**config.mk**
```make
export PLATFORM = sky130hd
export DESIGN_NAME = keypad_emulator
export DESIGN_NICKNAME = d
export VERILOG_FILES = /design/src/rtl/keypad_emulator.sv
export SDC_FILE = /design/constraint.sdc
export NUM_CORES = 1
export LEC_CHECK = 0
export ABC_AREA = 0
export BUFFER_PORTS_ARGS = -buffer_cell sky130_fd_sc_hd__clkbuf_2
export CORE_MARGIN = 5
export CORE_UTILIZATION = 30
export CTS_BUF_LIST = sky130_fd_sc_hd__clkbuf_4
export CTS_CLUSTER_DIAMETER = 80
export DETAILED_ROUTE_END_ITERATION = 8
export GPL_ROUTABILITY_DRIVEN = 0
export PLACE_DENSITY_LB_ADDON = 0.3
export SYNTH_ARGS = -nofsm -noshare
export SYNTH_HDL_FRONTEND = slang
export SYNTH_SLANG_ARGS = --single-unit
```
**constraint.sdc**
```tcl
create_clock -name clk_100Hz -period 1.7 [get_ports clk_100Hz]
set_input_delay 0.51 -clock clk_100Hz [delete_from_list [all_inputs] [get_ports clk_100Hz]]
set_output_delay 0.51 -clock clk_100Hz [all_outputs]
set_load 0.1 [all_outputs]
```
**src/rtl/keypad_emulator.sv**
```systemverilog
`default_nettype none
// keypad_emulator: 3x3 matrix keypad model answering scanner row strobes (rev 1.0).
// Optional KEYPAD_EMULATOR_BOUNCE_EN adds contact bounce on the leading edge of each press.
module keypad_emulator #(
  parameter int unsigned HOLD_TICKS = 20,
  parameter int unsigned GAP_TICKS  = 10
) (
  input  logic       clk_100Hz,
  input  logic       reset,
  input  logic       cmd_valid,
  input  logic [3:0] cmd_key,
  output logic       cmd_ready,
  input  logic [3:0] keypadRow,
  output logic [3:0] keypadCol,
  output logic       busy,
  output logic       done,
  output logic       err
);

  typedef enum logic [1:0] {
    S_IDLE  = 2'd0,
    S_PRESS = 2'd1,
    S_GAP   = 2'd2,
    S_DONE  = 2'd3
  } state_t;

  localparam logic [7:0] C_HOLD_LOAD = 8'(HOLD_TICKS - 1);
  localparam logic [7:0] C_GAP_LOAD  = 8'(GAP_TICKS - 1);

  state_t     state_q, state_d;
  logic [7:0] tick_cnt_q, tick_cnt_d;
  logic       press_active_q, press_active_d;
  logic [3:0] row_pat_q, row_pat_d;
  logic [3:0] col_pat_q, col_pat_d;
  logic       err_q, err_d;

  logic [3:0] w_row_pat;
  logic [3:0] w_col_pat;
  logic       w_key_ok;
  logic       w_press_start;
  logic       w_press_next;

  assign w_key_ok = (cmd_key <= 4'd8);

  always_comb begin
    w_row_pat = 4'b1111;
    w_col_pat = 4'b1111;
    case (cmd_key)
      4'd0, 4'd1, 4'd2: w_row_pat = 4'b0111;
      4'd3, 4'd4, 4'd5: w_row_pat = 4'b1011;
      4'd6, 4'd7, 4'd8: w_row_pat = 4'b1101;
      default:          w_row_pat = 4'b1111;
    endcase
    case (cmd_key)
      4'd0, 4'd3, 4'd6: w_col_pat = 4'b0111;
      4'd1, 4'd4, 4'd7: w_col_pat = 4'b1011;
      4'd2, 4'd5, 4'd8: w_col_pat = 4'b1101;
      default:          w_col_pat = 4'b1111;
    endcase
  end

`ifdef KEYPAD_EMULATOR_BOUNCE_EN
  logic [7:0] w_press_idx;
  // Index of the PRESS cycle that follows this edge; contact opens on index 0 and 2.
  assign w_press_idx   = 8'(HOLD_TICKS) - tick_cnt_q;
  assign w_press_start = 1'b0;
  assign w_press_next  = (w_press_idx != 8'd2);
`else
  assign w_press_start = 1'b1;
  assign w_press_next  = 1'b1;
`endif

  always_comb begin
    state_d        = state_q;
    tick_cnt_d     = tick_cnt_q;
    press_active_d = press_active_q;
    row_pat_d      = row_pat_q;
    col_pat_d      = col_pat_q;
    err_d          = 1'b0;
    case (state_q)
      S_IDLE: begin
        if (cmd_valid) begin
          if (w_key_ok) begin
            row_pat_d      = w_row_pat;
            col_pat_d      = w_col_pat;
            press_active_d = w_press_start;
            tick_cnt_d     = C_HOLD_LOAD;
            state_d        = S_PRESS;
          end else begin
            err_d = 1'b1;
          end
        end
      end
      S_PRESS: begin
        if (tick_cnt_q == 8'd0) begin
          press_active_d = 1'b0;
          tick_cnt_d     = C_GAP_LOAD;
          state_d        = S_GAP;
        end else begin
          press_active_d = w_press_next;
          tick_cnt_d     = tick_cnt_q - 8'd1;
        end
      end
      S_GAP: begin
        if (tick_cnt_q == 8'd0) begin
          state_d = S_DONE;
        end else begin
          tick_cnt_d = tick_cnt_q - 8'd1;
        end
      end
      S_DONE: begin
        state_d = S_IDLE;
      end
      default: begin
        state_d = S_IDLE;
      end
    endcase
  end

  always_ff @(posedge clk_100Hz or negedge reset) begin
    if (!reset) begin
      state_q        <= S_IDLE;
      tick_cnt_q     <= 8'd0;
      press_active_q <= 1'b0;
      row_pat_q      <= 4'b1111;
      col_pat_q      <= 4'b1111;
      err_q          <= 1'b0;
    end else begin
      state_q        <= state_d;
      tick_cnt_q     <= tick_cnt_d;
      press_active_q <= press_active_d;
      row_pat_q      <= row_pat_d;
      col_pat_q      <= col_pat_d;
      err_q          <= err_d;
    end
  end

  // Zero-latency column answer so the scanner samples a consistent row/column pair.
  assign keypadCol = (press_active_q && (keypadRow == row_pat_q)) ? col_pat_q : 4'b1111;
  assign cmd_ready = (state_q == S_IDLE);
  assign busy      = (state_q != S_IDLE);
  assign done      = (state_q == S_DONE);
  assign err       = err_q;

endmodule
`default_nettype wire

```
# After elaboration in Yosys (flattened, before gate mapping)
# Memory sizes are Yosys's and may differ from the RTL's. A register that Yosys moved wholly into a read port is not among the register bits.
# Index checks and enable logic that the tools add are counted.
[op_classes]
add_sub_neg = 1
n_lt_le_gt_ge = 1
eq_ne = 9
mux = 18
n_reduce_logical = 12
[op_table]
columns = ["op", "n"]
rows = [
  ["8-bit two-way mux", 4],
  ["8-bit case mux with 3 select lines", 1],
  ["8-bit zero test", 1],
  ["2-bit two-way mux", 4],
  ["2-bit inequality test (second input constant)", 4],
  ["2-bit case mux with 4 select lines", 1],
  ["4-bit AND reduction", 2],
  ["8-bit by 1-bit subtractor with 8-bit output (second input constant)", 1],
  ["1-bit two-way mux", 6],
  ["3-bit AND reduction", 2],
  ["2-bit equality test (second input constant)", 2],
  ["4-bit equality test", 1],
  ["4-bit less-or-equal comparator (second input constant)", 1],
  ["4-bit two-way mux", 1],
  ["2-bit nonzero test", 2],
  ["3-bit nonzero test", 1],
  ["2-bit by 1-bit equality test with 1-bit output (second input constant)", 1],
  ["1-bit zero test", 2],
  ["2-bit zero test", 1],
  ["2-bit by 1-bit inequality test with 1-bit output (second input constant)", 1],
  ["1-bit case mux with 2 select lines", 1],
  ["1-bit logical AND", 1],
]
[word_totals]
reg_bits = 20
rom_bits = 96
input_bits = 11
wordCells = 49
n_memories = 2
[mem_list]
columns = ["name", "words", "width", "rd", "rd_ports_with_merged_regs", "write_ports", "line", "source"]
rows = [
  ["(no name shown)", 16, 3, 1, 1, 0, "48", "case (cmd_key)"],
  ["(no name shown)", 16, 3, 1, 1, 0, "54", "case (cmd_key)"],
]

# Depth between registers and ports, before layout
# Gate-level depths: netlist (run 1).
[logic_depth]
ltp_word = 4
mapped_depth = 7
ltp_nobuf = 6

# Worst setup path before layout (run 1)
# No wires, ideal clock.
[synth_timing]
path_kind = "reg2reg"
start = "register state_q[0]"
end = "register tick_cnt_q[4]"
setup_ns = 0.138
t_arrival_ns = 3.077
required_ns = 1.562
setup_slack_ns = -1.515
path_stages_with_launch = 8
n_path_buf = 1
synth_period_minus_slack_ns = 3.215
path_cell_list = "dfrtp_1 inv_1 ha_1 inv_1 o221ai_1 clkbuf_8 or2_4 o211ai_1"
[synth_via]
elab_chain_len = 3
elab_cells_between_ends = 9
classes_between = "5 x eq/ne; 1 x mux; 3 x reduce/logical"
[synth_rtl]
columns = ["element", "line", "source"]
rows = [
  ["start: declaration", "30", "state_t state_q, state_d;"],
  ["start signal: assignment", "129", "state_q <= state_d;"],
  ["2-bit zero test (*)", "--", ""],
  ["via cmd_ready", "12", "output logic cmd_ready,"],
  ["2-bit by 1-bit inequality test with 1-bit output (no source line) (tied with other cells)", "--", ""],
  ["4-bit AND reduction (no source line)", "--", ""],
  ["end signal: assignment", "130", "tick_cnt_q <= tick_cnt_d;"],
  ["end: declaration", "31", "logic [7:0] tick_cnt_q, tick_cnt_d;"],
]
# Mark *: on every way through the listed nets, which the timed path passes. The rest lies on a longest branch.
# A chain may end at the register's enable or synchronous reset.

# Worst setup path in the final report (run 1)
[layout_timing]
start = "register row_pat_q[1]"
end = "output port keypadCol[3]"
[layout_via]
elab_chain_len = 3
[layout_rtl]
columns = ["element", "line", "source"]
rows = [
  ["start: declaration", "33", "logic [3:0] row_pat_q, row_pat_d;"],
  ["4-bit equality test", "139", "assign keypadCol = (press_active_q && (keypadRow == row_pat_q)) ? col_pat_q : 4'b1111;"],
  ["1-bit logical AND", "139", ""],
  ["4-bit two-way mux", "139", ""],
  ["end: declaration", "14", "output logic [3:0] keypadCol,"],
]
# No other way between the ends.

==> reports/results.tsv, run 1 <==
metric	value	unit
outcome	complete, but fails checks	
violations	negative setup slack	
relSlewSlack	63.4	%
synthDistinctLibCells	42	
crit_required	1.19	ns
synthesis.area_per_instance	9.32	sq um
timing.final.max_slew_violations	0	
post_drt_antenna_nets	0	
postLayoutCoreUtil	51.9	%
drtPass1Iterations	4	
fin_nets	215	
critPathCaptureType	primary output	
num_rows	23	
io_buffer_count	17	
die_x	74.8	um
cp_max_fo	2	
fin_setup_tns	-1.72	ns
clkLatencyLatePin	0.29	ns
finalInstanceArea	2090	sq um
criticalPathCategory	reg2out	
postSynthRegisterBits	18	
synth.area.top_cells	sky130_fd_sc_hd__dfrtp_1 (24%), sky130_fd_sc_hd__dfstp_2 (13%), sky130_fd_sc_hd__ha_1 (11%), sky130_fd_sc_hd__a21oi_1 (7.2%), sky130_fd_sc_hd__o31ai_1 (3.6%)	
crit_arrival	1.58	ns
wire_length_per_cell	16.1	um
layout-drive-gt1-share	58.3	%
top_flip_flop_cell_by_instance_count_after_synthesis	sky130_fd_sc_hd__dfrtp_1	
maxCapViolations	0	
floorplan.die_area	5590	sq um
p_total	4.29	mW
cts_tree	built	
min_path_type	in2async	
synth-edff-count	0	
synth_top_cell_by_area	sky130_fd_sc_hd__dfrtp_1	
worst_slew_pin_slew	0.552	ns
finalSetupViolCount	13	
r2r.worst_path.cells	7	
wl_met1	1540	um
worstSetupStartpointType	flip-flop	
maxClockFrequency	478	MHz
syn-num-nets	157	
wirelength	3900	um
antenna_found_initial	0	
post_synth_instance_area	1260	sq um
synth.top_cells.by_count	sky130_fd_sc_hd__a21oi_1 (18), sky130_fd_sc_hd__dfrtp_1 (12), sky130_fd_sc_hd__ha_1 (11), sky130_fd_sc_hd__nor2_1 (11), sky130_fd_sc_hd__inv_1 (10)	
global_route.overflow_total	0	
core_area	4030	sq um
netlist.area_leader.share	23.9	%
synth.mux.area_fraction	1.79	%
hold_violations	0	
final.min_clock_period	2.09	ns
simple_logic_cell_fraction_of_the_synthesized_area	22.6	%
drt_first_iter_violations	73	
synthesis.instances	135	
yosys.area_share.xor_xnor	2.09	%
top_level_ports	19	
fin_cells	242	
floorplan.die.height	74.8	um
dp_hpwl	2530	um
seq_area_frac_synth	36.4	%
dp_cells	216	
wire_length_of_the_first_global_routing_pass	6450	um
ys_async_sr_fraction	100	%
yosys.cell_count.top_type	sky130_fd_sc_hd__a21oi_1	
floorplan.initialDensity	31.2	%
dr_total_vias	1272	
fin_worst_hold_slack	0.143	ns
power_density_of_the_placed_cells	2050	nW/um^2
synth_compound_gate_area_share	19.4	%
maximum_number_of_pins_on_one_net_before_global_route_repair	19	
grt_setup_unrepaired	true	
place_area	1650	sq um
placement.setup.worst_slack	-0.471	ns
clock_path_buffers	2	
cts.clk_slew.worst_paths	0.11	ns
final.setup.worst_slack	-0.391	ns
p_leak	0.912	nW
grt_usage	14.8	%
finClkSkew	0.00406	ns
yosys_warnings	0	
worst_ir_drop_vdd	1.54	mV
via_per_inst	5.26	
cts_root_buffer_type	sky130_fd_sc_hd__clkbuf_4	
antenna_cells_inserted	0	
cts_inserted_buffers	3	
drc	0	
cts_hold_buffers	0	
cts_num_sinks	18	
synth_top_family_by_area	simple AND/OR/NAND/NOR gates	
met2RoutedLength	2150	um
htreeDepth	1	
post_synthesis_share_of_cell_area_spent_on_full_adders_half_adders_and_majority_gates	10.9	%
fin_crit_sh	123	%
area.growth.synth_to_final	66.2	%
first_global_vias	1350	
met3_length	149	um
dr.max_layer_used	met4	
final cells by class:
class	count	area, sq um
fill	358	1940
multi-input combinational	105	1000
timing repair buffer	55	502
sequential	18	458
tap	50	62.6
inverter	10	43.8
clock buffer	3	22.5
clock inverter	1	3.75
registers in the layout, indices dropped and copies added (netlist names):
| signal | count |
|---|---|
| tick_cnt_q | 8 |
| press_active_q | 1 |
| state_q | 2 |
| row_pat_q | 3 |
| col_pat_q | 3 |
| err | 1 |
cells by family (layout without fill, tap and decap cells):
family                   after synthesis  count (layout)
adder cells (fa/ha/maj)               11              11
buffers and inverters                 14              69
AND/OR/NAND/NOR                       47              48
other                                  1               1
XOR/XNOR                               3               3
flip-flops                            18              18
multiplexers                           2               2
AO/OA/AOI/OAI                         39              40
layer usage:
metal | track usage [%] | up-vias
met1 | 17.7 | 626
met5 | 0 | -
met3 | 1.20 | 6
met2 | 27.5 | 38
met4 | 5.34 | 0
li1 | - | 602
what timing repair did:
action                                  CTS  global route
endpoints found under the setup margin   15            19
gates resized for setup                  30            27
pin swaps                                15            11
setup buffers                            15             9
cloned                                    2             0
layout by cell type (no fill, tap or decap), types with 4 or more instances in the layout:
cell,instances
sky130_fd_sc_hd__a21oi_1,11
sky130_fd_sc_hd__a21oi_2,7
sky130_fd_sc_hd__buf_12,6
sky130_fd_sc_hd__buf_4,27
sky130_fd_sc_hd__buf_6,11
sky130_fd_sc_hd__clkbuf_2,11
sky130_fd_sc_hd__dfrtp_1,12
sky130_fd_sc_hd__dfstp_2,6
sky130_fd_sc_hd__ha_1,6
sky130_fd_sc_hd__ha_4,5
sky130_fd_sc_hd__inv_1,4
sky130_fd_sc_hd__inv_2,4
sky130_fd_sc_hd__nand2_1,6
sky130_fd_sc_hd__nand3_1,4
sky130_fd_sc_hd__nor2_1,10
sky130_fd_sc_hd__o31ai_1,4
sky130_fd_sc_hd__or4_4,4
report_power, final:
part | internal [mW] | switching (mW)
logic | 1.56 | 1.65
clock network | 0.0852 | 0.135
registers | 0.658 | 0.202
worst max-delay path, cell delays in order, from the launching register on:
cell	delay (ns)
sky130_fd_sc_hd__dfstp_2	0.57
sky130_fd_sc_hd__xnor2_2	0.12
sky130_fd_sc_hd__nand3_2	0.10
sky130_fd_sc_hd__nor3_4	0.14
sky130_fd_sc_hd__buf_4	0.15
sky130_fd_sc_hd__nand2b_4	0.06
sky130_fd_sc_hd__buf_12	0.16
path summary, 6_finish.rpt:
path	from	slack [ns]	endpoint
max	row_pat_q[1]	-0.39	keypadCol[3]
min	reset	0.14	tick_cnt_q[0]
max reg2reg	tick_cnt_q[1]	-0.09	state_q[1]
min reg2reg	row_pat_q[2]	0.52	row_pat_q[2]
max in group asynchronous	reset	1.21	row_pat_q[1]
min in group clk_100Hz	row_pat_q[2]	0.52	row_pat_q[2]
Note: power is estimated with default switching activity, not from simulation.
==> inputs of run 2 (changes only) <==
--- a/config.mk
+++ b/config.mk
@@ -8,12 +8,13 @@
 export ABC_AREA = 0
 export BUFFER_PORTS_ARGS = -buffer_cell sky130_fd_sc_hd__clkbuf_2
 export CORE_MARGIN = 5
-export CORE_UTILIZATION = 30
+export CORE_UTILIZATION = 27
 export CTS_BUF_LIST = sky130_fd_sc_hd__clkbuf_4
 export CTS_CLUSTER_DIAMETER = 80
 export DETAILED_ROUTE_END_ITERATION = 8
 export GPL_ROUTABILITY_DRIVEN = 0
 export PLACE_DENSITY_LB_ADDON = 0.3
+export RECOVER_POWER = 50
 export SYNTH_ARGS = -nofsm -noshare
 export SYNTH_HDL_FRONTEND = slang
 export SYNTH_SLANG_ARGS = --single-unit
==> reports/results.tsv, run 2 (synthesis results as in run 1) <==
metric	value	unit	change
fin_nets	205		-4.7%
cts_tree	built		
r2r.worst_path.cells	6		-1
place_area	1660	sq um	+0.61%
post_drt_antenna_nets	0		unchanged
largest_register_ffs	8		unchanged
min_path_type	in2async		
via_per_inst	5.22		-0.73%
antenna_found_initial	0		unchanged
crit_arrival	1.62	ns	+0.04 ns
final.min_clock_period	2.13	ns	+0.0366 ns
rr_endpoint	tick_cnt_q[6]		
most-common-layout-cells	sky130_fd_sc_hd__buf_4 (18), sky130_fd_sc_hd__a21oi_1 (12), sky130_fd_sc_hd__dfrtp_1 (12)		
regToRegStartpoint	state_q[0]		
floorplan.die_area	6130	sq um	+9.6%
cp_slowest_cell	sky130_fd_sc_hd__dfstp_2		
power_density_of_the_placed_cells	2010	nW/um^2	-1.8%
die_x	78.3	um	+4.7%
final.setup.worst_slack	-0.428	ns	-0.0366 ns
io_buffer_count	17		unchanged
maximum_number_of_pins_on_one_net_before_global_route_repair	19		unchanged
drc	0		unchanged
criticalPathCategory	reg2out		
top_level_ports	19		unchanged
cts_hold_buffers	0		unchanged
outcome	complete, but fails checks		
grt_setup_unrepaired	true		
finClkSkew	0.00889	ns	+0.00482 ns
cpPeakStageDelay	0.56	ns	about the same
cts_inserted_buffers	3		unchanged
cts_num_sinks	18		unchanged
dr_total_vias	1221		-4.0%
floorplan.die.height	78.3	um	+4.7%
wire_length_of_the_first_global_routing_pass	5630	um	-13%
global_route.overflow_total	0		unchanged
ff2ff_setup_slack	-0.08	ns	about the same
critPathCaptureType	primary output		
finalInstanceArea	1960	sq um	-6.5%
relSlewSlack	31.3	%	-32 points
first_global_vias	1253		-7.2%
maxClockFrequency	470	MHz	-1.7%
postLayoutCoreUtil	44.0	%	-7.9 points
clkLatencyLatePin	0.31	ns	+0.02 ns
core_area	4440	sq um	+10%
hold_violations	0		unchanged
fin_crit_sh	125	%	+2.2 points
crit_required	1.19	ns	about the same
cts.clk_slew.worst_paths	0.13	ns	+0.02 ns
floorplan.initialDensity	28.3	%	-2.9 points
violations	negative setup slack		
worstSetupStartpointType	flip-flop		
worst_ir_drop_vdd	1.67	mV	+8.7%
drt_first_iter_violations	33		-55%
p_total	3.94	mW	-8.2%
dp_hpwl	2360	um	-6.6%
wire_length_per_cell	15.2	um	-5.7%
worst_slew_pin_slew	1.03	ns	+0.479 ns
timing.final.max_slew_violations	0		unchanged
wirelength	3560	um	-8.8%
finalSetupViolCount	10		-3
layout-drive-gt1-share	48.9	%	-9.4 points
antenna_cells_inserted	0		unchanged
reg.largest.list	tick_cnt_q x8, col_pat_q x3, row_pat_q x3		
area.growth.synth_to_final	55.4	%	
max_flop_register	tick_cnt_q		
drtPass1Iterations	4		unchanged
cp_max_fo	2		unchanged
clock_path_buffers	2		unchanged
p_leak	0.842	nW	-7.7%
cts_root_buffer_type	sky130_fd_sc_hd__clkbuf_4		
fin_worst_hold_slack	0.336	ns	+0.193 ns
final_common_cell	sky130_fd_sc_hd__buf_4		
num_rows	24		+4.3%
htreeDepth	1		unchanged
maxCapViolations	0		unchanged
critical_path.cell_chain	xnor2_1 > nand3_1 > nor3_4 > buf_4 > nand2b_4 > buf_12		
placement.setup.worst_slack	-0.423	ns	+0.0475 ns
grt_usage	11.4	%	-3.4 points
[run 2: cell count changes in the layout (fill, tap and decap cells not counted), moves of 2 or more]
| cell | change |
|---|---|
| sky130_fd_sc_hd__buf_4 | -9 |
| sky130_fd_sc_hd__nor3_1 | +3 |
| sky130_fd_sc_hd__nor3_2 | -3 |
| sky130_fd_sc_hd__or4_1 | +3 |
| sky130_fd_sc_hd__or4_4 | -3 |
| sky130_fd_sc_hd__buf_6 | -2 |
[run 2: area by class of cell]
class                           count  area [sq um]
Tap cell                           52          65.1
Clock inverter                      1          3.75
Timing Repair Buffer               45           430
Fill cell                         407          2490
Clock buffer                        3          22.5
Inverter                           10          43.8
Multi-Input combinational cell    105           932
Sequential cell                    18           458
[run 2: routing by layer]
layer	up-vias	routed length [um]	track usage, %
li1	584	-	-
met1	591	1510	14.3
met2	38	1790	19.5
met3	8	151	1.49
met4	0	110	4.90
met5	-	0	0
[run 2: how the worst max path moves through the flow]
stage                             from             to  slack (ns)
after floorplan             state_q[1]  tick_cnt_q[3]       -0.64
after global placement      cmd_key[1]  tick_cnt_q[7]       -0.35
after detailed placement    cmd_key[1]  tick_cnt_q[7]       -0.42
after CTS                 row_pat_q[1]   keypadCol[1]       -0.44
after global routing      row_pat_q[1]   keypadCol[2]       -0.51
final                     row_pat_q[1]   keypadCol[1]       -0.43
[run 2: worst max-delay path, delay by kind of cell, from the launching register on]
| kind | cells | cell delay, ns |
|---|---|---|
| flip-flops | 1 | 0.56 |
| AND/OR/NAND/NOR | 3 | 0.33 |
| buffers and inverters | 2 | 0.31 |
| XOR/XNOR | 1 | 0.11 |
[run 2: what timing repair did]
action                                  4_1_cts  5_1_grt
cloned                                        2        0
resized for setup                            17       26
endpoints found under the setup margin       15       17
pin swaps                                     9       15
buffers inserted                              7        5
[run 2: metrics by stage]
stage	instances	TNS, ns
2_1_floorplan	135	-5.46
3_3_place_gp	219	-3.04
3_5_place_dp	219	-3.68
4_1_cts	231	-1.54
5_1_grt	234	-2.50
6_report	234	-1.72
[run 2: where the power goes]
group | leakage (nW) | switching (mW) | internal, mW
Combinational | 0.615 | 1.50 | 1.34
Sequential | 0.212 | 0.193 | 0.657
Clock | 0.0154 | 0.165 | 0.0859
Total | 0.842 | 1.86 | 2.08
